**src/rtl/frac_bit_strobe_pkg.sv**
```systemverilog
// Shared types and constants for the fractional bit-rate strobe generator.
//   state_t    : IDLE / RUN controller state
//   MIN_DIV    : smallest integer period the counter supports
//   DEF_CNT_W  : default width of the integer divisor / period down-counter
//   DEF_FRAC_W : default width of the fractional numerator / denominator
package frac_bit_strobe_pkg;

  typedef enum logic {
    IDLE = 1'b0,
    RUN  = 1'b1
  } state_t;

  localparam int MIN_DIV    = 2;
  localparam int DEF_CNT_W  = 8;
  localparam int DEF_FRAC_W = 4;

endpackage

```
**src/rtl/frac_phase_accum.sv**
```systemverilog
// Combinational period-load computation for frac_bit_strobe.
// Given the current phase accumulator and the divisor settings it returns the
// length of the next bit period, the accumulator value to store with it, and
// the configuration-error flag.
// Ports:
//   acc          in  FRAC_W   current phase accumulator
//   div_int      in  CNT_W    integer part of the period
//   div_num      in  FRAC_W   fractional numerator
//   div_den      in  FRAC_W   fractional denominator
//   per          out CNT_W+1  period P for the next bit (2 .. 2^CNT_W)
//   acc_next     out FRAC_W   accumulator value that goes with P
//   cfg_err_next out 1        divisor settings are out of range
module frac_phase_accum
  import frac_bit_strobe_pkg::*;
#(
  parameter int CNT_W  = DEF_CNT_W,
  parameter int FRAC_W = DEF_FRAC_W
) (
  input  logic [FRAC_W-1:0] acc,
  input  logic [CNT_W-1:0]  div_int,
  input  logic [FRAC_W-1:0] div_num,
  input  logic [FRAC_W-1:0] div_den,
  output logic [CNT_W:0]    per,
  output logic [FRAC_W-1:0] acc_next,
  output logic              cfg_err_next
);

  logic [CNT_W:0]  ie;
  logic [FRAC_W:0] sum;
  logic [FRAC_W:0] sum_wrap;
  logic            int_low;
  logic            frac_ok;

  always_comb begin
    int_low  = (div_int < CNT_W'(MIN_DIV));
    // One bit wider than div_int so ie+1 reaches 2^CNT_W without wrapping.
    ie       = int_low ? (CNT_W+1)'(MIN_DIV) : {1'b0, div_int};
    frac_ok  = (div_den != '0) && (div_num < div_den);
    sum      = {1'b0, acc} + {1'b0, div_num};
    sum_wrap = sum - {1'b0, div_den};

    per      = ie;
    acc_next = acc;
    if (frac_ok) begin
      if (sum >= {1'b0, div_den}) begin
        per      = ie + (CNT_W+1)'(1);
        acc_next = sum_wrap[FRAC_W-1:0];
      end else begin
        acc_next = sum[FRAC_W-1:0];
      end
    end

    cfg_err_next = ((div_den != '0) && (div_num >= div_den)) || int_low;
  end

endmodule

```
**src/rtl/frac_bit_strobe.sv**
```systemverilog
// Fractional bit-rate strobe generator.
// Emits a one-cycle strobe on the last clock of every bit period, where the
// period averages div_int + div_num/div_den clocks, plus a mid-bit strobe.
// A resync pulse restarts the current bit period (RX edge alignment).
// Optional build macro FRAC_BIT_STROBE_BITCNT_EN adds a bit-in-byte counter
// (bit_idx) and a byte_tick output.
// Ports:
//   clk        in  1       system clock
//   rst        in  1       asynchronous active-high reset
//   enable     in  1       run request; low returns to IDLE
//   clear      in  1       synchronous return to IDLE with accumulator zeroed
//   resync     in  1       restart the current bit period
//   div_int    in  CNT_W   integer part of the period
//   div_num    in  FRAC_W  fractional numerator
//   div_den    in  FRAC_W  fractional denominator
//   strobe     out 1       last clock of each bit period
//   mid_strobe out 1       mid-bit sample point
//   running    out 1       controller is in RUN
//   cfg_err    out 1       registered divisor-range error
//   state_dbg  out state_t controller state, for observation
//   bit_idx    out 3       (macro only) bit position within the byte
//   byte_tick  out 1       (macro only) strobe of the 8th bit
//
// Handshake: there is no valid/ready pair; strobe and mid_strobe are single
// cycle pulses decoded from registers only, so they never depend
// combinationally on any input.
module frac_bit_strobe
  import frac_bit_strobe_pkg::*;
#(
  parameter int CNT_W  = DEF_CNT_W,
  parameter int FRAC_W = DEF_FRAC_W
) (
  input  logic              clk,
  input  logic              rst,
  input  logic              enable,
  input  logic              clear,
  input  logic              resync,
  input  logic [CNT_W-1:0]  div_int,
  input  logic [FRAC_W-1:0] div_num,
  input  logic [FRAC_W-1:0] div_den,
  output logic              strobe,
  output logic              mid_strobe,
  output logic              running,
  output logic              cfg_err,
  output state_t            state_dbg
`ifdef FRAC_BIT_STROBE_BITCNT_EN
  ,
  output logic [2:0]        bit_idx,
  output logic              byte_tick
`endif
);

  state_t            state_q, state_d;
  logic [CNT_W-1:0]  cnt_q, cnt_d;
  logic [CNT_W:0]    per_q, per_d;
  logic [FRAC_W-1:0] acc_q, acc_d;
  logic              cfg_err_q;

  logic [CNT_W:0]    ld_per;
  logic [CNT_W:0]    ld_per_m1;
  logic [CNT_W:0]    per_q_m1;
  logic [FRAC_W-1:0] ld_acc;
  logic              cfg_err_next;

  frac_phase_accum #(
    .CNT_W  (CNT_W),
    .FRAC_W (FRAC_W)
  ) u_phase (
    .acc          (acc_q),
    .div_int      (div_int),
    .div_num      (div_num),
    .div_den      (div_den),
    .per          (ld_per),
    .acc_next     (ld_acc),
    .cfg_err_next (cfg_err_next)
  );

  // Periods never exceed 2^CNT_W, so P-1 always fits in the counter.
  assign ld_per_m1 = ld_per - (CNT_W+1)'(1);
  assign per_q_m1  = per_q - (CNT_W+1)'(1);

  always_comb begin
    state_d = state_q;
    cnt_d   = cnt_q;
    per_d   = per_q;
    acc_d   = acc_q;
    case (state_q)
      IDLE: begin
        cnt_d = '0;
        if (clear) begin
          acc_d = '0;
        end else if (enable) begin
          state_d = RUN;
          per_d   = ld_per;
          cnt_d   = ld_per_m1[CNT_W-1:0];
          acc_d   = ld_acc;
        end
      end
      RUN: begin
        if (clear || !enable) begin
          state_d = IDLE;
          cnt_d   = '0;
          if (clear) acc_d = '0;
        end else if (resync) begin
          // Restart with the period already in force; a coincident
          // boundary load is skipped so the accumulator does not advance.
          cnt_d = per_q_m1[CNT_W-1:0];
        end else if (cnt_q == '0) begin
          per_d = ld_per;
          cnt_d = ld_per_m1[CNT_W-1:0];
          acc_d = ld_acc;
        end else begin
          cnt_d = cnt_q - CNT_W'(1);
        end
      end
      default: begin
        state_d = IDLE;
        cnt_d   = '0;
      end
    endcase
  end

  always_ff @(posedge clk or posedge rst) begin
    if (rst) begin
      state_q   <= IDLE;
      cnt_q     <= '0;
      per_q     <= '0;
      acc_q     <= '0;
      cfg_err_q <= 1'b0;
    end else begin
      state_q   <= state_d;
      cnt_q     <= cnt_d;
      per_q     <= per_d;
      acc_q     <= acc_d;
      cfg_err_q <= cfg_err_next;
    end
  end

  assign running    = (state_q == RUN);
  assign strobe     = running && (cnt_q == '0);
  assign mid_strobe = running && ({1'b0, cnt_q} == (per_q >> 1));
  assign cfg_err    = cfg_err_q;
  assign state_dbg  = state_q;

`ifdef FRAC_BIT_STROBE_BITCNT_EN
  logic [2:0] bit_idx_q;

  always_ff @(posedge clk or posedge rst) begin
    if (rst) begin
      bit_idx_q <= 3'd0;
    end else if (state_d != RUN) begin
      bit_idx_q <= 3'd0;
    end else if (strobe) begin
      bit_idx_q <= bit_idx_q + 3'd1;
    end
  end

  assign bit_idx   = bit_idx_q;
  assign byte_tick = strobe && (bit_idx_q == 3'd7);
`endif

endmodule
```
**config.mk**
```make
export PLATFORM = sky130hd
export DESIGN_NAME = frac_bit_strobe
export DESIGN_NICKNAME = d
export VERILOG_FILES = /design/src/rtl/frac_bit_strobe_pkg.sv /design/src/rtl/frac_phase_accum.sv /design/src/rtl/frac_bit_strobe.sv
export SDC_FILE = /design/constraint.sdc
export NUM_CORES = 1
export LEC_CHECK = 0
export ABC_AREA = 1
export BUFFER_PORTS_ARGS = -buffer_cell sky130_fd_sc_hd__buf_2
export CAP_MARGIN = 30
export CELL_PAD_IN_SITES_DETAIL_PLACEMENT = 1
export CELL_PAD_IN_SITES_GLOBAL_PLACEMENT = 1
export CORE_UTILIZATION = 39
export CTS_CLUSTER_SIZE = 24
export DETAILED_ROUTE_END_ITERATION = 6
export GPL_TIMING_DRIVEN = 0
export PLACE_DENSITY = 0.76
export SYNTH_ARGS = -nofsm -noshare
export SYNTH_HDL_FRONTEND = slang
export SYNTH_SLANG_ARGS = --single-unit
```
**constraint.sdc**
```tcl
create_clock -name clk -period 2.9 [get_ports clk]
set_input_delay 0.725 -clock clk [delete_from_list [all_inputs] [get_ports clk]]
set_output_delay 0.725 -clock clk [all_outputs]
set_load 0.01 [all_outputs]
```
# [Yosys cells after proc, flatten, opt, wreduce, memory -nomap -nowiden]
# Cells that the tools add are included.
[word_totals] out_inout_bits=5 in_bits=21 word_cells=65 regBits=23
[classes] add_sub_neg=6 reduce_logical=11 bitwise=1 muxes=28 n_lt_le_gt_ge=4 eq_ne=10
[ops] operator="9-bit 2-to-1 mux" n=7
[ops] operator="8-bit 2-to-1 mux" n=6
[ops] operator="4-bit 2-to-1 mux" n=8
[ops] operator="8-bit by 1-bit subtractor with 8-bit output, second input constant" n=3
[ops] operator="9-bit one-hot mux with 2 select lines" n=1
[ops] operator="8-bit one-hot mux with 2 select lines" n=1
[ops] operator="9-bit by 1-bit adder with 9-bit output, second input constant" n=1
[ops] operator="8-bit == test" n=1
[ops] operator="8-bit zero test" n=1
[ops] operator="8-bit by 2-bit less-than comparator with 1-bit output, second input constant" n=1
[ops] operator="2-bit inequality test, second input constant" n=4
[ops] operator="4-bit one-hot mux with 2 select lines" n=1
[ops] operator="3-bit inequality test, second input constant" n=2
[ops] operator="4-bit by 4-bit adder with 5-bit output" n=1
[ops] operator="5-bit by 4-bit greater-or-equal comparator with 1-bit output" n=1
[ops] operator="5-bit AND reduction" n=1
[ops] operator="4-bit greater-or-equal comparator" n=1
[ops] operator="1-bit logical AND" n=4
[ops] operator="4-bit less-than comparator" n=1
[ops] operator="4-bit AND reduction" n=1
[ops] operator="4-bit nonzero test" n=1
[ops] operator="4-bit subtractor" n=1
[ops] operator="1-bit 2-to-1 mux" n=3
[ops] operator="3-bit by 1-bit inequality test with 1-bit output, second input constant" n=1
[ops] operator="other kinds (6)" n=7

# [Logic depth before layout (Yosys ltp)]
# Gate-level depths: netlist of run 1.
[depth] word_depth=10 depth_mapped=23 ltp_nobuf=23

# [Cells and area by module]
# From an unflattened synthesis of run 1, not the netlist that was laid out.
[hier_totals] cells_unflattened=355 area_unflattened_um2=2406.1
[by_module_without_submodules] mod="frac_bit_strobe" cells_per_inst=211 area_per_inst_um2=1500.2 n_inst=1 seq_area_each_um2=575.6
[by_module_without_submodules] mod="frac_phase_accum" cells_per_inst=144 area_per_inst_um2=905.9 n_inst=1 seq_area_each_um2=0.0

# [Least setup slack after synthesis of run 1]
# OpenSTA, ideal clock, no wires.
[synth_path] kind="input port to flip-flop" from="in div_num[0]" to="reg cnt_q[7]" required_ns=2.778 path_slack_ns=-0.317 arrival_time_ns=3.095 setup_time_ns=0.122 n_path_buf=1 path_stages=19 cell_sequence="ha_1 > fa_1 > xor2_1 > ha_1 > nand2_1 > clkinv_1 > nand2_2 > nand2_2 > nand2_4 > nand2_4 > buf_6 > nand3_1 > nand2_2 > nand2_4 > nor2_4 > nand3_2 > or2_1 > nand3_2 > o21ai_2"
[synth_via] elab_chain_len=9 elab_cells_between_ends=13 classes_between="add/sub (2); order compare (2); mux (8); reduce/logical (1)"
[synth_lines] item="start, declared" line_no="frac_bit_strobe.sv:39" text="input logic [FRAC_W-1:0] div_num,"
[synth_lines] item="4-bit by 4-bit adder with 5-bit output" line_no="frac_phase_accum.sv:39" text="sum = {1'b0, acc} + {1'b0, div_num};"
[synth_lines] item="5-bit by 4-bit greater-or-equal comparator with 1-bit output" line_no="frac_phase_accum.sv:45" text="if (sum >= {1'b0, div_den}) begin"
[synth_lines] item="9-bit 2-to-1 mux" line_no="frac_phase_accum.sv:45"
[synth_lines] item="9-bit 2-to-1 mux *" line_no="frac_phase_accum.sv:44" text="if (frac_ok) begin"
[synth_lines] item="8-bit by 1-bit subtractor with 8-bit output *" line_no="frac_bit_strobe.sv:79" text="assign ld_per_m1 = ld_per - (CNT_W+1)'(1);"
[synth_lines] item="8-bit 2-to-1 mux" line_no="frac_bit_strobe.sv:108" text="end else if (cnt_q == '0) begin"
[synth_lines] item="8-bit 2-to-1 mux" line_no="frac_bit_strobe.sv:104" text="end else if (resync) begin"
[synth_lines] item="8-bit 2-to-1 mux" line_no="frac_bit_strobe.sv:100" text="if (clear || !enable) begin"
[synth_lines] item="8-bit one-hot mux with 2 select lines *" line_no="frac_bit_strobe.sv:87" text="case (state_q)"
[synth_lines] item="net cnt_d[7]" line_no="frac_bit_strobe.sv:54" text="logic [CNT_W-1:0] cnt_q, cnt_d;"
[synth_lines] item="end signal, assigned" line_no="frac_bit_strobe.sv:132" text="cnt_q <= cnt_d;"
[synth_lines] item="end, declared" line_no="frac_bit_strobe.sv:54"
# Mark *: on every way through the listed nets, which the timed path passes. The rest lies on a longest branch.
# A chain may end at the register's enable or synchronous reset.

# [Final worst setup path of run 1]
# Ends and elaborated chain as after synthesis.

==> results.md, run 1 <==
* Fillers at 788
* Failing checks: setup timing
* Most frequent cells in the layout: nand2_1, inv_1, buf_4
* Die area at between 6000 and 7000 sq um
* Cell row count at 28
* Minimum clock period at 3.21 ns
* Hpwl dp at approximately 5.6 mm
* Kind of critical path: in -> reg
* Period utilization at 111%
* Final hold slack at 0.434 ns
* Fraction of layout cells with a size suffix above 1 at about a third
* DRC viols at 0
* Routed wire per std cell at 18.8 microns
* All-Layer GR Usage at between 20% and 30%
* EDFF count, synth at 0
* Setup ws final at -0.314 ns
* Worst EP required at 3.07 ns
* Clock Pin Slew Worst Setup and Hold Paths at 0.10 ns
* GPL Wtd Cong at 0.844
* Post-CTS Hold Buffers at 0
* Max-slew headroom at 63.5%
* Drt pass-1 iters at 4
* CP endpoint kind: register
* DP Cell Count at 453
* Die X at 80.8 microns
* Yosys warnings at 0
* Syn Std Cell Area at 2420 sq um
* Worst hold path class: in -> async
* Routed Antenna Nets at 0
* Finished Layout Cells at 493
* Flop and latch count out of synthesis at 23
* Layout Nets at between 400 and 500
* Critical Path Start Type: input port
* Post-layout util at 54.6%
* Clock root buffer master: clkbuf_8
* Post-synthesis area per instance at roughly 6.8 sq um
* Area Overhead vs Synth at 34.3%
* Maximum VDD drop at 0.000479 V
* RSZ-0062 raised after global routing: true
* Iter 0 DRT Violations at 97
* Placement Cell Area at 2700 sq um
* Diodes inserted at 0
* Max-Cap Viols at 0
* I/O pin count at 26
* Slew of the pin with the lowest slew margin at 0.547 ns
* Largest net degree at the start of global routing at 15
* Final hold vios at 0
* Clock latency on the worst-skew pair at 0.29 ns
* TNS Setup at -2.21 ns
* WP data arrival at 3.39 ns
* Die height at 80.8 microns
* DR vias/cell at 5.54
* CTS sink cnt at 23
* Vias in the first global route at 2,740
* Reg2reg path depth at 19
* Fmax at approximately 310 MHz
* Initial Utilization at approximately two fifths
* Final Skew at between 0.01 and 0.015 ns
* Commonest non-fill, non-tap cell in the layout: nand2_1
* Top_reg_cell synth: dfrtp_1
* CTS buffer count at 3
* Core Footprint at between 5000 and 6000 sq um
* Initial antenna violation count at 0
* Async set-reset flop share out of synthesis at 100%
* CP Max Fanout at 4
* First-pass GRT wire length at 13.6 mm
* Clock buffer depth at 2
* Lkg Pwr at 1.68 nW
* DRT Wirelength at 9.25 mm
* PwrDens at about 950 nW/um^2
* CTS tree: yes
* Pins Over Slew Limit at 0
* Sequential area share after synthesis at 23.8%
* Post-route cell area at between 3000 and 4000 sq um
* H-tree levels at 1
* Synthesized instance count at about 350
* Yosys cell types at 39
* Worst slack at placement at -0.759 ns
* Routed via count at 2,731
* Count of final setup violators at 8
* Final Power at 3.09 mW
* Net Count, Synth at 393
* # port buffers at 23
* Grt ovf at 0
* Outcome: complete, but fails checks
final timing paths:
path	slack (ns)	endpoint	startpoint
max in group asynchronous	1.98	per_q[4]	rst
worst min-delay path	0.43	cnt_q[3]	rst
worst max-delay path	-0.31	cnt_q[7]	div_num[0]
worst max register to register	-0.27	cnt_q[7]	acc_q[0]
worst min register to register	0.53	per_q[6]	per_q[6]
min in group clk	0.53	per_q[6]	per_q[6]
power by group:
group | switching [mW] | leakage, nW | internal [mW]
combinational | 1.31 | 1.35 | 1.07
sequential | 0.0877 | 0.297 | 0.398
clock | 0.127 | 0.0255 | 0.0969
logic make-up (layout without fill, tap and decap cells):
family / count (synthesis) / in the layout / synth area share (%)
simple gates: 159 / 159 / 32.2
fa+ha+maj: 18 / 18 / 9.92
xor+xnor: 15 / 15 / 5.43
flops: 23 / 23 / 23.8
compound gates: 71 / 71 / 17.6
buf+inv: 68 / 132 / 11.1
worst max-delay path: stages:
cell     delay (ns)
buf_8          0.10
ha_4           0.15
fa_2           0.39
xor2_4         0.18
ha_4           0.32
nand2_4        0.06
inv_4          0.06
nand2_4        0.05
nand2_4        0.06
nand2_4        0.07
buf_4          0.14
nand3_1        0.07
nand2_1        0.10
a21oi_1        0.23
nand2_2        0.12
nor2_4         0.11
nand3_2        0.09
or2_1          0.23
nand3_2        0.07
o21ai_2        0.05
synthesized netlist by cell type (4+ instances only):
cell type  number  area (sq um)
inv_2           5          18.8
xnor2_1         4          35.0
xor2_1         11          96.3
ha_1           16           200
nand2_4         4          45.0
nand4_1         5          31.3
nand3_1        22           110
a21oi_1        21           105
o211ai_1        4          30.0
nand2_1        77           289
nand2_2         9          56.3
nor2_1         26          97.6
nor2_4          5          56.3
o22ai_1         4          25.0
dfrtp_1        23           576
nor3_1          4          20.0
o21ai_0        30           150
inv_1          55           206
layer usage:
metal | track usage (%) | part of all wire, % | vias to the layer above
met4 | 7.86 | 3.7 | 0
met5 | 0 | 0 | -
met2 | 52.0 | 52 | 82
met3 | 2.47 | 4.0 | 31
li1 | - | - | 1278
met1 | 32.7 | 40 | 1340
area by class of cell:
class	count	area, sq um	share of cell area, %
Buffer	6	40.0	1.23
Clock buffer	3	41.3	1.27
Clock inverter	1	5.00	0.154
Inverter	62	240	7.39
Multi-Input combinational cell	263	1820	55.9
Sequential cell	23	576	17.7
Tap cell	75	93.8	2.89
Timing Repair Buffer	60	438	13.5
repair_timing:
action / 4_1_cts / 5_1_grt
setup endpoints to repair: 9 / 14
pin swaps: 19 / 11
setup buffers: 28 / 8
gates resized for setup: 27 / 30
registers in the layout (all words and copies together) (netlist names):
| signal | cells |
|---|---|
| cfg_err | 1 |
| per_q | 9 |
| running | 1 |
| cnt_q | 8 |
| acc_q | 4 |
Note: power is estimated with default switching activity, not from simulation.
==> inputs of run 2 (changes only) <==
--- a/config.mk
+++ b/config.mk
@@ -10,11 +10,12 @@
 export CAP_MARGIN = 30
 export CELL_PAD_IN_SITES_DETAIL_PLACEMENT = 1
 export CELL_PAD_IN_SITES_GLOBAL_PLACEMENT = 1
-export CORE_UTILIZATION = 39
+export CORE_UTILIZATION = 43
 export CTS_CLUSTER_SIZE = 24
 export DETAILED_ROUTE_END_ITERATION = 6
 export GPL_TIMING_DRIVEN = 0
-export PLACE_DENSITY = 0.76
+export PLACE_DENSITY = 0.79
+export SLEW_MARGIN = 20
 export SYNTH_ARGS = -nofsm -noshare
 export SYNTH_HDL_FRONTEND = slang
 export SYNTH_SLANG_ARGS = --single-unit
==> constraint.sdc (replaced) <==
create_clock -name clk -period 2.99 [get_ports clk]
set_input_delay 0.7475 -clock clk [delete_from_list [all_inputs] [get_ports clk]]
set_output_delay 0.7475 -clock clk [all_outputs]
set_load 0.01 [all_outputs]
==> run 2 against run 1 <==
Effect of this change: the flow still finishes with violations (setup timing); first-iteration DRC count grew 53%; core utilization is 6.7 points higher; die area is 9.1% lower; critical path depth decreased by 2; worst setup slack improved by 0.077 ns; combinational power is 3% lower; critical path type unchanged; non-clock buffer count increased by 2; final cell count decreased by 0.61%; clock-buffer cell count unchanged; routed wire length rose by 3.6%; clock skew fell by 0.0021 ns; total power decreased by 3.6%.
==> results.md, run 2 (synthesized netlist as in run 1, its figures left out) <==
* Commonest non-fill, non-tap cell in the layout: nand2_1
* Die area at 5930 sq um (-9.1%)
* Max-slew headroom at 60.0% (-3.6 points)
* Biggest regs: per_q (9), cnt_q (8), acc_q (4)
* Layout Nets at 460 (+0.44%)
* Initial Utilization at 45.9% (+5.3 points)
* Clock latency on the worst-skew pair at 0.28 ns (about the same)
* Worst hold path class: in -> async
* Post-CTS Hold Buffers at 0 (unchanged)
* First-pass GRT wire length at 14.9 mm (+10%)
* R2r setup slk at -0.13 ns (+0.14 ns)
* Worst r2r src: acc_q[0]
* Minimum clock period at 3.23 ns
* Maximum VDD drop at 0.000373 V (-22%)
* Vias in the first global route at 3,015 (+10%)
* CTS sink cnt at 23 (unchanged)
* Largest net degree at the start of global routing at 14 (-1)
* Final Skew at 0.00887 ns (-0.00207 ns)
* TNS Setup at -1.95 ns (+0.256 ns)
* Fraction of layout cells with a size suffix above 1 at 33.3% (+0.080 points)
* WP data arrival at 3.40 ns (about the same)
* H-tree levels at 1 (unchanged)
* GPL Wtd Cong at 0.807 (-4.3%)
* Area Overhead vs Synth at 33.4%
* Count of final setup violators at 10 (+2)
* DRT Wirelength at 9.58 mm (+3.6%)
* Final hold slack at 0.471 ns (+0.0374 ns)
* CTS buffer count at 3 (unchanged)
* Routed wire per std cell at 19.5 microns (+4.2%)
* Initial antenna violation count at 0 (unchanged)
* Failing checks: setup timing
* Diodes inserted at 0 (unchanged)
* Routed via count at 2,761 (+1.1%)
* Iter 0 DRT Violations at 148 (+53%)
* Cell row count at 26 (-7.1%)
* Max reg flops at 9 (unchanged)
* Register name with the most flops: per_q
* Pins Over Slew Limit at 0 (unchanged)
* Clock buffer depth at 2 (unchanged)
* Fmax at between 300 and 400 MHz
* Most frequent cells in the layout: nand2_1, inv_1, buf_4
* DRC viols at 0 (unchanged)
* RSZ-0062 raised after global routing: true
* Final hold vios at 0 (unchanged)
* Critical Path Start Type: input port
* Clock root buffer master: clkbuf_8
* Max-Cap Viols at 0 (unchanged)
* PwrDens at 923 nW/um^2 (-2.9%)
* Clock Pin Slew Worst Setup and Hold Paths at 0.10 ns (about the same)
* Drt pass-1 iters at 4 (unchanged)
* Kind of critical path: in -> reg
* Grt ovf at 0 (unchanged)
* Hpwl dp at 5.75 mm (+2.1%)
* FF-to-FF End: cnt_q[1]
* CP endpoint kind: register
* Die height at 77.0 microns (-4.6%)
* Core Footprint at 5270 sq um (-12%)
* Post-layout util at 61.3% (+6.7 points)
* Outcome: complete, but fails checks
* CTS tree: yes
* All-Layer GR Usage at 32.6% (+5.2 points)
* Reg2reg path depth at 17 (-2)
* Die X at 77.0 microns (-4.6%)
* Setup ws final at -0.237 ns (+0.0769 ns)
* # port buffers at 23 (unchanged)
* Worst EP required at 3.16 ns (+0.09 ns)
* Period utilization at 108%
* CP Max Fanout at 7 (+3)
* Routed Antenna Nets at 0 (unchanged)
* DR vias/cell at 5.63 (+1.7%)
* Lkg Pwr at 1.67 nW (-0.22%)
* Slew of the pin with the lowest slew margin at 0.585 ns (+0.0382 ns)
* I/O pin count at 26 (unchanged)
[run 2: cell types whose count changed in the layout (fill, tap and decap cells not counted), sizes merged]
| cell | before | now |
|---|---|---|
| clkinv | 1 | 3 |
| inv | 62 | 60 |
| buf | 64 | 66 |
[run 2: how the worst max path moves through the flow]
stage | startpoint | endpoint | slack (ns) | cells past startpoint
after floorplan | div_num[0] | cnt_q[5] | -0.17 | 22
after global placement | div_num[0] | cnt_q[3] | -0.60 | 23
after detailed placement | div_num[0] | cnt_q[3] | -0.68 | 23
after CTS | div_num[0] | cnt_q[5] | -0.16 | 23
after global routing | div_num[0] | cnt_q[5] | -0.35 | 23
final | div_num[0] | cnt_q[1] | -0.24 | 18
[run 2: worst max-delay path, stage by stage]
cell and delay (ns):
buf_8 0.10, ha_4 0.17, fa_2 0.38, xor2_2 0.23, ha_4 0.25, a21oi_2 0.17, nand2_2 0.10, nand2_4 0.10
nand2_4 0.09, buf_8 0.16, nand3_4 0.08, nand2_4 0.07, buf_4 0.14, buf_12 0.12, xor2_4 0.17, nor2_1 0.05
o211ai_1 0.18, o21ai_1 0.09
[run 2: cell type report]
cell class | count | area [sq um]
Buffer | 6 | 40.0
Tap cell | 70 | 87.6
Sequential cell | 23 | 576
Multi-Input combinational cell | 263 | 1800
Inverter | 62 | 235
Clock inverter | 1 | 5.00
Timing Repair Buffer | 62 | 448
Fill cell | 676 | 2040
Clock buffer | 3 | 41.3
[run 2: power breakdown]
part | switching, mW | internal, mW
logic | 1.27 | 1.03
registers | 0.0866 | 0.386
clock network | 0.116 | 0.0936
total | 1.47 | 1.51
[run 2: what timing repair did]
item	in CTS	in global routing
pin swaps	20	12
setup buffers	29	9
gates cloned	0	0
endpoints found under the setup margin	9	12
resized for setup	28	14
[run 2: layer usage]
layer	GRT usage [%]	routed length (microns)	vias up
li1	-	-	1277
met1	38.9	3900	1362
met2	58.3	5000	92
met3	5.12	390	30
met4	12.6	287	0
met5	0	0	-
[run 2: through the flow]
stage	setup WS, ns	total power, mW	instances	cell area (sq um)
2_1_floorplan	-0.173	1.54	354	2470
3_3_place_gp	-0.603	1.82	447	2670
3_5_place_dp	-0.683	1.88	448	2690
4_1_cts	-0.155	2.61	481	3110
5_1_grt	-0.353	3.15	490	3230
6_report	-0.237	2.98	490	3230
==> inputs of run 3 (changes only) <==
--- a/config.mk
+++ b/config.mk
@@ -10,11 +10,12 @@
 export CAP_MARGIN = 30
 export CELL_PAD_IN_SITES_DETAIL_PLACEMENT = 1
 export CELL_PAD_IN_SITES_GLOBAL_PLACEMENT = 1
-export CORE_UTILIZATION = 43
+export CORE_UTILIZATION = 44
+export CTS_BUF_LIST = sky130_fd_sc_hd__clkbuf_4 sky130_fd_sc_hd__clkbuf_8
 export CTS_CLUSTER_SIZE = 24
 export DETAILED_ROUTE_END_ITERATION = 6
 export GPL_TIMING_DRIVEN = 0
-export PLACE_DENSITY = 0.79
+export PLACE_DENSITY = 0.81
 export SLEW_MARGIN = 20
 export SYNTH_ARGS = -nofsm -noshare
 export SYNTH_HDL_FRONTEND = slang
==> run 3 against run 2 <==
Effect of this change: the flow still finishes with violations (setup timing); clock skew fell by 0.0061 ns; hold slack worse by 0.070 ns; total power down 3.5%; die area down 2.2%; worst setup slack worse by 0.094 ns; critical path depth increased by 3; fmax shrank 2.8%; combinational power fell by 4%; final cell count is 1.6% lower.
==> results.md, run 3 (synthesized netlist as in run 1, its figures left out) <==
* Minimum clock period at 3.32 ns (+0.0936 ns)
* Commonest non-fill, non-tap cell in the layout: nand2_1
* Count of final setup violators at 10 (unchanged)
* Period utilization at 111% (+3.1 points)
* Grt ovf at 0 (unchanged)
* Multi-input logic area at 1830 sq um (+1.6%)
* Clock Pin Slew Worst Setup and Hold Paths at 0.09 ns (about the same)
* Finished Layout Cells at 482 (-1.6%)
* Setup ws final at -0.331 ns (-0.0936 ns)
* Initial antenna violation count at 0 (unchanged)
* Kind of critical path: in -> reg
* # port buffers at 23 (unchanged)
* Cell row count at 26 (unchanged)
* All-Layer GR Usage at 29.5% (-3.2 points)
* First-pass GRT wire length at 13.5 mm (-9.7%)
* Routed via count at 2,709 (-1.9%)
* Die height at 76.2 microns (-1.1%)
* Post-CTS Hold Buffers at 0 (unchanged)
* Slew of the pin with the lowest slew margin at 0.562 ns (-0.0229 ns)
* DRC viols at 0 (unchanged)
* Routed wire per std cell at 19.4 microns (-0.99%)
* WP data arrival at 3.48 ns (+0.08 ns)
* Register name with the most flops: per_q
* DP Cell Count at 447 (-0.22%)
* Outcome: complete, but fails checks
* DRT Wirelength at 9.33 mm (-2.6%)
* Pins Over Slew Limit at 0 (unchanged)
* Layout Nets at 452 (-1.7%)
* Worst hold path class: in -> async
* Core Footprint at 5200 sq um (-1.2%)
* Largest net degree at the start of global routing at 24 (+10)
* CTS buffer count at 3 (unchanged)
* Max reg flops at 9 (unchanged)
* CTS sink cnt at 23 (unchanged)
* Vias in the first global route at 2,772 (-8.1%)
* Final Skew at 0.00274 ns (-0.00613 ns)
* Fillers at 674 (-0.30%)
* Die area at 5800 sq um (-2.2%)
* DR vias/cell at 5.62 (-0.25%)
* Iter 0 DRT Violations at 141 (-4.7%)
* Fraction of layout cells with a size suffix above 1 at 32.8% (-0.57 points)
* Routed Antenna Nets at 0 (unchanged)
* RSZ-0062 raised after global routing: true
* Most frequent cells in the layout: nand2_1, inv_1, buf_4
* Max-slew headroom at 62.5% (+2.5 points)
* Post-route cell area at 3190 sq um (-1.2%)
* Clock latency on the worst-skew pair at 0.27 ns (about the same)
* H-tree levels at 1 (unchanged)
* Biggest regs: per_q (9), cnt_q (8), acc_q (4)
* GPL Wtd Cong at 0.864 (+7.0%)
* Clock root buffer master: clkbuf_8
* Initial Utilization at 46.5% (+0.57 points)
* Worst EP required at 3.15 ns (about the same)
* Maximum VDD drop at 0.000400 V (+7.2%)
* Failing checks: setup timing
* Placement Cell Area at 2670 sq um (-0.56%)
* Area Overhead vs Synth at 31.8%
* FF+latch area at 576 sq um (unchanged)
* PwrDens at 902 nW/um^2 (-2.3%)
* Die X at 76.2 microns (-1.1%)
* Lkg Pwr at 1.64 nW (-2.1%)
* Max-Cap Viols at 0 (unchanged)
* Drt pass-1 iters at 4 (unchanged)
* CP Max Fanout at 7 (unchanged)
* CTS tree: yes
* I/O pin count at 26 (unchanged)
* Fmax at 301 MHz (-2.8%)
* Final hold vios at 0 (unchanged)
* Clock buffer depth at 2 (unchanged)
* Hpwl dp at 5.60 mm (-2.6%)
* CP endpoint kind: register
* Critical Path Start Type: input port
* Diodes inserted at 0 (unchanged)
run 3: routing by layer:
| metal | track usage, % | vias to the layer above | share of wire, % |
|---|---|---|---|
| met5 | 0 | - | 0 |
| met4 | 8.46 | 0 | 3.1 |
| met3 | 2.99 | 23 | 3.6 |
| met2 | 54.5 | 73 | 52 |
| met1 | 36.0 | 1350 | 41 |
| li1 | - | 1263 | - |
run 3: report_power, final:
group          switching [mW]  total, mW  internal, mW
combinational            1.24       2.20         0.963
clock                   0.110      0.203        0.0934
sequential             0.0875      0.474         0.386
run 3: repair_timing:
| action | in CTS | in global routing |
|---|---|---|
| resized for setup | 22 | 27 |
| endpoints found under the setup margin | 9 | 14 |
| pin swaps | 17 | 29 |
| setup buffers | 23 | 11 |
run 3: path summary, 6_finish.rpt:
| check | startpoint | cells past startpoint | slack (ns) | endpoint |
|---|---|---|---|---|
| max | div_num[0] | 21 | -0.33 | cnt_q[7] |
| min reg2reg | per_q[6] | 2 | 0.52 | per_q[6] |
| max in group asynchronous | rst | 3 | 2.15 | per_q[8] |
| min | rst | 2 | 0.40 | cnt_q[2] |
| min in group clk | per_q[6] | 2 | 0.52 | per_q[6] |
| max reg2reg | acc_q[0] | 20 | -0.21 | cnt_q[7] |
run 3: worst max-delay path: stages:
cell	delay [ns]
buf_8	0.10
ha_4	0.17
fa_2	0.44
xor2_4	0.18
ha_4	0.30
nand2_4	0.05
clkinv_2	0.04
nand2_2	0.05
nand2_2	0.09
nand2_4	0.08
nand2_4	0.11
buf_8	0.14
nand3_4	0.08
nand2_4	0.09
nand2_4	0.06
buf_4	0.14
nor2_4	0.11
nand3_2	0.11
or2_1	0.24
nand3_2	0.07
o21ai_2	0.05
run 3: through the flow:
| step | power, mW | util [%] | setup slack (ns) | setup TNS (ns) | hold WS, ns |
|---|---|---|---|---|---|
| 2_1_floorplan | 1.54 | - | -0.173 | -0.879 | 0.453 |
| 3_3_place_gp | 1.82 | 51.3 | -0.582 | -4.53 | 0.474 |
| 3_5_place_dp | 1.87 | 51.3 | -0.668 | -5.86 | 0.506 |
| 4_1_cts | 2.49 | 57.2 | -0.173 | -0.922 | 0.529 |
| 5_1_grt | 3.05 | 61.3 | -0.434 | -3.13 | 0.416 |
| 6_report | 2.88 | 61.3 | -0.331 | -1.79 | 0.401 |
run 3: area by class of cell:
type	instances	area share [%]
Sequential cell	23	18.0
Tap cell	70	2.75
Clock buffer	3	1.29
Clock inverter	1	0.157
Inverter	62	7.37
Timing Repair Buffer	54	11.9
Buffer	6	1.25
Multi-Input combinational cell	263	57.3
